==> src/rtl/xadc_conv_sequencer.sv <==
// Sequences one XADC conversion per trigger: CONVST pulse, EOC wait, DRP read of the result register.
// Latency CONVST_WIDTH+4 cycles with prompt EOC/DRDY; no backpressure, triggers while busy are dropped and flagged.
module xadc_conv_sequencer #(
  parameter int         NB_DATA      = 12,
  parameter logic [6:0] DRP_ADDR     = 7'h16,
  parameter int         CONVST_WIDTH = 4,
  parameter int         TIMEOUT      = 1024
) (
  input  logic               clk,
  input  logic               rst,
  input  logic               i_trigger,
  output logic               o_busy,
  output logic [NB_DATA-1:0] o_adc_val,
  output logic               o_adc_done,
  output logic               o_timeout,
  output logic               o_overrun,
  output logic               o_convst,
  input  logic               i_eoc,
  output logic               o_den,
  output logic [6:0]         o_daddr,
  output logic               o_dwe,
  input  logic               i_drdy,
  input  logic [15:0]        i_do
);

  localparam logic [2:0] IDLE      = 3'd0;
  localparam logic [2:0] CONV      = 3'd1;
  localparam logic [2:0] WAIT_EOC  = 3'd2;
  localparam logic [2:0] READ      = 3'd3;
  localparam logic [2:0] WAIT_DRDY = 3'd4;
  localparam logic [2:0] DONE      = 3'd5;

  // One counter serves both the CONVST width and the EOC/DRDY timeouts.
  localparam int MAX_CNT = (TIMEOUT > CONVST_WIDTH) ? TIMEOUT : CONVST_WIDTH;
  localparam int CNT_W   = $clog2(MAX_CNT);
  localparam logic [CNT_W-1:0] CONV_LAST = CNT_W'(CONVST_WIDTH - 1);
  localparam logic [CNT_W-1:0] TMO_LAST  = CNT_W'(TIMEOUT - 1);

  logic [2:0]       state;
  logic [CNT_W-1:0] cnt;
  logic             eoc_seen;
  logic             unused_do_bits;

  assign o_daddr        = DRP_ADDR;
  assign o_dwe          = 1'b0;
  assign unused_do_bits = ^i_do;

  always_ff @(posedge clk or posedge rst) begin
    if (rst) begin
      state      <= IDLE;
      cnt        <= '0;
      eoc_seen   <= 1'b0;
      o_busy     <= 1'b0;
      o_adc_val  <= '0;
      o_adc_done <= 1'b0;
      o_timeout  <= 1'b0;
      o_overrun  <= 1'b0;
      o_convst   <= 1'b0;
      o_den      <= 1'b0;
    end else begin
      o_adc_done <= 1'b0;
      o_timeout  <= 1'b0;
      o_den      <= 1'b0;
      // DONE counts as busy, so a trigger on the done cycle is an overrun too.
      o_overrun  <= i_trigger && (state != IDLE);

      case (state)
        IDLE: begin
          if (i_trigger) begin
            state    <= CONV;
            o_convst <= 1'b1;
            o_busy   <= 1'b1;
            cnt      <= '0;
            eoc_seen <= 1'b0;
          end
        end

        CONV: begin
          if (i_eoc) eoc_seen <= 1'b1;
          if (cnt == CONV_LAST) begin
            o_convst <= 1'b0;
            cnt      <= '0;
            // EOC already seen during the pulse: skip straight to the DRP read.
            if (eoc_seen || i_eoc) begin
              state <= READ;
              o_den <= 1'b1;
            end else begin
              state <= WAIT_EOC;
            end
          end else begin
            cnt <= cnt + CNT_W'(1);
          end
        end

        WAIT_EOC: begin
          if (i_eoc || eoc_seen) begin
            state <= READ;
            o_den <= 1'b1;
          end else if (cnt == TMO_LAST) begin
            state      <= DONE;
            o_adc_done <= 1'b1;
            o_timeout  <= 1'b1;
          end else begin
            cnt <= cnt + CNT_W'(1);
          end
        end

        // DRDY in the DEN cycle cannot belong to this read and is ignored.
        READ: begin
          state <= WAIT_DRDY;
          cnt   <= '0;
        end

        WAIT_DRDY: begin
          if (i_drdy) begin
            state      <= DONE;
            o_adc_val  <= i_do[15 -: NB_DATA];
            o_adc_done <= 1'b1;
          end else if (cnt == TMO_LAST) begin
            state      <= DONE;
            o_adc_done <= 1'b1;
            o_timeout  <= 1'b1;
          end else begin
            cnt <= cnt + CNT_W'(1);
          end
        end

        DONE: begin
          state  <= IDLE;
          o_busy <= 1'b0;
        end

        default: begin
          state    <= IDLE;
          o_busy   <= 1'b0;
          o_convst <= 1'b0;
        end
      endcase
    end
  end

endmodule
==> config.mk <==
export PLATFORM = sky130hd
export DESIGN_NAME = xadc_conv_sequencer
export DESIGN_NICKNAME = d
export VERILOG_FILES = /design/src/rtl/xadc_conv_sequencer.sv
export SDC_FILE = /design/constraint.sdc
export NUM_CORES = 1
export LEC_CHECK = 0
export ABC_AREA = 1
export CORE_ASPECT_RATIO = 0.8
export CORE_MARGIN = 5
export CORE_UTILIZATION = 52
export DETAILED_ROUTE_END_ITERATION = 10
export PLACE_DENSITY_LB_ADDON = 0.08
export SKIP_CTS_REPAIR_TIMING = 1
export SYNTH_ARGS = -nofsm -noshare
export SYNTH_HDL_FRONTEND = slang
export SYNTH_SLANG_ARGS = --single-unit
==> constraint.sdc <==
create_clock -name clk -period 2.18 [get_ports clk]
set_input_delay 0.545 -clock clk [delete_from_list [all_inputs] [get_ports clk]]
set_output_delay 0.545 -clock clk [all_outputs]
set_load 0.1 [all_outputs]
==> key figures, run 1 <==
Floorplanning
  • Row count: 19
  • Die X: 75.7 microns
  • Starting Density: 0.532
  • I/O pin count: 47
  • Overall die height: 62.6 microns
  • Core ar.: 3380 sq um
  • Die area: 4740 sq um

STA
  • Setup TNS: 0 ps
  • Final hold violations: 0
  • Final setup violation count: 0
  • Crit path time final: 1800 ps
  • Hold WS: 485 ps
  • Clock Skews: 9.30 ps
  • Fmax: 0.557 GHz
  • RSZ-0062 raised after global routing: false
  • Slew Viols, Final: 0
  • Fin crit share: 0.824

Routing
  • Vias per cell: 4.87
  • Via count: 1455
  • DRT Pass-1 Iters: 4
  • Routed WL per cell: 11.7 microns
  • Post-route ant nets: 0
  • Drt drc: 0
  • Iter 0 DRT Violations: 29
  • Routed WL: 3.50 mm

Place
  • IO Port Bufs: 34
  • GP Congestion: 0.881
  • Hpwl dp: 2.62 mm

Synthesis
  • Yosys warns: 0
  • Avg Inst Size Synth: 8.32 sq um
  • Post-synthesis register bit count: 32
  • Synth Instances: 216
  • Unique masters post-synth: 30
  • Synthesized area: 1800 sq um
  • Seq/Total Area, Yosys: 0.446

Clocking
  • Skew-Pair Late Insertion Delay: 280 ps
  • Num CTS Buffers: 5
  • CTS root buf: clkbuf_8
  • TritonCTS clock tree: done
  • CTS Buffer Depth: 2
  • Clk sinks: 32
  • Clk slew on worst S/H paths: 70 ps
  • Depth of the CTS H-tree: 2

Outcome
  • Outcome: completed

Hold path
  • Worst hold path type: reg2reg

Layout
  • Share of layout cells above drive strength 1: 0.222
  • Final net count: 278
  • Ant diodes: 0
  • Filler cell count: 303
  • FF/Latch Area: 801 sq um
  • P&R area growth vs syn: 22.5%
  • Area of the multi-input gates: 856 sq um

Worst setup path
  • Crit path DAT: 1970 ps
  • WS Path Type: reg2reg
  • Crit path launch type: flop
  • Worst-path fanout max: 10
  • CP Capture Type: flop
  • Worst Path Required: 2350 ps

Global route
  • Maximum number of pins on one net before global-route repair: 33
  • Vias in the first global route: 1289
  • Total GRT Usage: 0.156
  • Initial antenna violation count: 0
  • Grt ovf: 0
  • First-pass GRT wire length: 5.72 mm

Flow run
  • Max cap viols: 0
[kinds of logic after synthesis]
| family | synth area share |
|---|---|
| simple gates | 0.296 |
| other cells | 0.00418 |
| xor+xnor | 0.0244 |
| flops | 0.446 |
| buf+inv | 0.0905 |
| compound gates | 0.0571 |
| fa+ha+maj | 0.00696 |
| mux | 0.0752 |
[flip-flops by register name, summed over array words and instances (netlist names)]
signal      cells
cnt            10
eoc_seen        1
o_adc_done      1
o_adc_val      12
o_busy          1
o_convst        1
o_den           1
o_overrun       1
o_timeout       1
state           3
[critical path, stage by stage (launching register included)]
cell	delay [ps]
dfrtp_1	430
ha_1	250
inv_1	70
nor2_1	210
nand3b_2	220
nor2_2	180
nor3_4	40
buf_4	170
nand2_1	80
nand2_1	40
[worst paths after layout]
check | from | end | slack (ps) | depth (start not counted)
setup / recovery | cnt[0] | cnt[9] | 380 | 9
hold / removal | o_convst | o_convst | 490 | 2
setup reg to reg | cnt[0] | cnt[9] | 380 | 9
hold reg to reg | o_convst | o_convst | 490 | 2
max in group asynchronous | rst | cnt[9] | 1220 | 3
min in group asynchronous | rst | o_den | 660 | 3
[through the flow]
| step | utilization | std cells | cell area [sq um] | setup WS [ps] |
|---|---|---|---|---|
| 2_1_floorplan | - | 222 | 1820 | 716 |
| 3_3_place_gp | 0.626 | 291 | 2110 | 293 |
| 3_5_place_dp | 0.626 | 291 | 2110 | 276 |
| 4_1_cts | 0.652 | 299 | 2200 | 380 |
| 5_1_grt | 0.652 | 299 | 2200 | 203 |
| 6_report | 0.652 | 299 | 2200 | 385 |
[layout by cell type, fill, tap and decap left out, drive strengths merged]
| master | count |
|---|---|
| nand3 | 15 |
| conb | 8 |
| xor2 | 4 |
| clkdlybuf4s50 | 16 |
| a21boi | 1 |
| nor2 | 19 |
| nand4 | 1 |
| o31ai | 2 |
| buf | 21 |
| inv | 23 |
| mux2 | 12 |
| dfrtp | 32 |
| nand3b | 1 |
| a21oi | 8 |
| nor3 | 3 |
| o211ai | 1 |
| clkbuf | 5 |
| o22ai | 1 |
| clkinv | 3 |
| o21ai | 3 |
| ha | 1 |
| xnor2 | 1 |
| nand2 | 76 |
[cell usage after synthesis, drive strengths merged]
library cell | count | area share
mux2 | 12 | 0.075
o21ai | 3 | 0.015
ha | 1 | 0.0070
dfrtp | 32 | 0.45
nand2 | 76 | 0.17
o31ai | 2 | 0.0084
nor2 | 19 | 0.060
o211ai | 1 | 0.0042
conb | 2 | 0.0042
xnor2 | 1 | 0.0049
nor3 | 3 | 0.015
a21boi | 1 | 0.0042
o22ai | 1 | 0.0035
a21oi | 8 | 0.022
nand3 | 15 | 0.042
nand4 | 1 | 0.0035
buf | 10 | 0.042
inv | 23 | 0.048
xor2 | 4 | 0.019
nand3b | 1 | 0.0063
[layer usage]
| metal | vias to the layer above | GRT usage | wire length [microns] |
|---|---|---|---|
| met5 | - | 0 | 0 |
| met4 | 0 | 0.0393 | 11 |
| met3 | 2 | 0.0611 | 385 |
| met2 | 48 | 0.221 | 1390 |
| met1 | 657 | 0.222 | 1720 |
| li1 | 748 | - | - |
[cell type report]
type                            instances  area share
Sequential cell                        32       0.364
Inverter                               23      0.0392
Tap cell                               42      0.0239
Timing Repair Buffer                   37       0.144
Multi-Input combinational cell        157       0.389
Clock inverter                          3     0.00853
Clock buffer                            5      0.0313
Power of run 1 is left out: the tool's default activity adds up to more than one toggle a clock period on the data nets, which glitch-free logic cannot reach.
==> run 2: changes to the inputs <==
Settings changed: CORE_UTILIZATION 52 to 44.
Clock period 2.18 ns to 1.6 ns, I/O delays scaled along.
==> run 2 against run 1 <==
Effect of this change:
- design area rose by 20%
- utilization up 2.6 points
- die area rose by 15%
- cell count grew 9.7%
- count of clock-buffer cells in the layout unchanged
- global-route usage increased by 0.21 points
- highest routed layer unchanged
- non-clock buffer count grew 15
- critical path type unchanged
- worst setup slack got worse by 280 ps
==> key figures, run 2 (synthesis gave the netlist of run 1 again) <==
Routing
  • Routed WL per cell: 11.9 microns
  • DRT Pass-1 Iters: 4
  • Routed WL: 3.91 mm
  • Post-route ant nets: 0
  • Via count: 1498
  • Iter 0 DRT Violations: 57
  • Drt drc: 0
  • Vias per cell: 4.57

Global route
  • First-pass GRT wire length: 6.56 mm
  • Grt ovf: 0
  • Maximum number of pins on one net before global-route repair: 33
  • Initial antenna violation count: 0
  • Total GRT Usage: 0.158
  • Vias in the first global route: 1414

STA
  • Slew Viols, Final: 0
  • Fmax: 0.668 GHz
  • Fin crit share: 0.935
  • Setup TNS: 0 ps
  • Final hold violations: 0
  • RSZ-0062 raised after global routing: false
  • Final setup violation count: 0
  • Crit path time final: 1500 ps
  • Post-route setup slack: 103 ps
  • Hold WS: 457 ps
  • Clock Skews: 8.94 ps

Worst setup path
  • Crit path DAT: 1670 ps
  • WS Path Type: reg2reg
  • Crit path launch type: flop
  • CP Capture Type: flop
  • Worst-path fanout max: 10
  • Worst Path Required: 1770 ps
  • Reg2Reg Depth: 9

Layout
  • Share of layout cells above drive strength 1: 0.293
  • FF/Latch Area: 802 sq um
  • Area of the multi-input gates: 906 sq um
  • Most frequent cells in the layout: nand2_1, dfrtp_1, inv_1, buf_12
  • P&R area growth vs syn: 46.4%
  • Commonest non-fill, non-tap cell in the layout: nand2_1
  • Filler cell count: 303
  • Ant diodes: 0
  • Top Registers: o_adc_val x12, cnt x10, state x3
  • Final net count: 294
  • Fin cells: 328
  • Largest Register: o_adc_val
  • Largest register FFs: 12

Hold path
  • Worst hold path type: in2async

Place
  • GP Congestion: 0.864
  • Hpwl dp: 2.88 mm
  • Pre-CTS WS: -136 ps
  • IO Port Bufs: 34
  • Placed cell count: 317

Power
  • P per Cell Area: 2240 nW/um^2
  • Comb pwr share: 0.666
  • NetSw: 3.09 mW
  • Power share of the sequential group: 0.231
  • Total power: 5.90 mW
  • Int Power: 2.81 mW
  • Clk network pwr share: 0.103
  • Net Sw Frac: 0.524
  • Static leakage: 1.32 nW
  • Maximum VDD drop: 1510 uV

Clocking
  • CTS Buffer Depth: 2
  • CTS root buf: clkbuf_8
  • Num CTS Buffers: 5
  • TritonCTS clock tree: done
  • Depth of the CTS H-tree: 2
  • Clk sinks: 32
  • Skew-Pair Late Insertion Delay: 280 ps
  • Clk slew on worst S/H paths: 70 ps

Floorplanning
  • Starting Density: 0.463
  • Core ar.: 3880 sq um
  • Die area: 5470 sq um
  • Overall die height: 67.2 microns
  • Row count: 20
  • I/O pin count: 47
  • Die X: 81.4 microns

Outcome
  • Outcome: completed

Flow run
  • Max cap viols: 0
run 2: routing by layer:
layer | routed length, microns | track usage
met1 | 1950 | 0.219
met2 | 1630 | 0.239
met3 | 298 | 0.0413
met4 | 33 | 0.0570
met5 | 0 | 0
run 2: path summary, 6_finish.rpt:
| kind | startpoint | end | slack [ps] |
|---|---|---|---|
| worst max register to register | state[2] | cnt[6] | 100 |
| worst min-delay path | rst | o_den | 460 |
| worst min register to register | cnt[6] | cnt[6] | 510 |
| max in group asynchronous | rst | cnt[5] | 960 |
| worst max-delay path | state[2] | cnt[6] | 100 |
| min in group clk | cnt[6] | cnt[6] | 510 |
run 2: area by class of cell:
cell class | count | area share
multi-input combinational | 158 | 0.344
sequential | 32 | 0.305
timing repair buffer | 52 | 0.259
inverter | 23 | 0.0328
clock buffer | 5 | 0.0262
tap | 55 | 0.0262
clock inverter | 3 | 0.00713
run 2: critical path: stages, from the launching register on:
cell     delay [ps]
dfrtp_1         410
inv_2           110
nand2_2         100
nor2_4          230
nor2_8          100
nor2_4          130
nor3_4           40
buf_4           150
nand2_1          70
nand2_1          40
run 2: power by group through the flow:
| stage | registers [mW] | logic [mW] | clock network [mW] |
|---|---|---|---|
| after floorplan | 2.68 | 1.13 | 0 |
| after global placement | 1.36 | 3.79 | 0 |
| after detailed placement | 1.38 | 3.83 | 0 |
| after CTS | 1.37 | 3.83 | 0.632 |
| after global routing | 1.41 | 4.15 | 0.670 |
| final | 1.36 | 3.93 | 0.611 |
run 2: through the flow:
step	instance area (sq um)	util
finish	2630	0.678
global route	2630	0.678
CTS	2550	0.658
detailed placement	2460	0.635
global placement	2460	0.635
floorplan	1820	-
(Power assumes the default switching activity.)
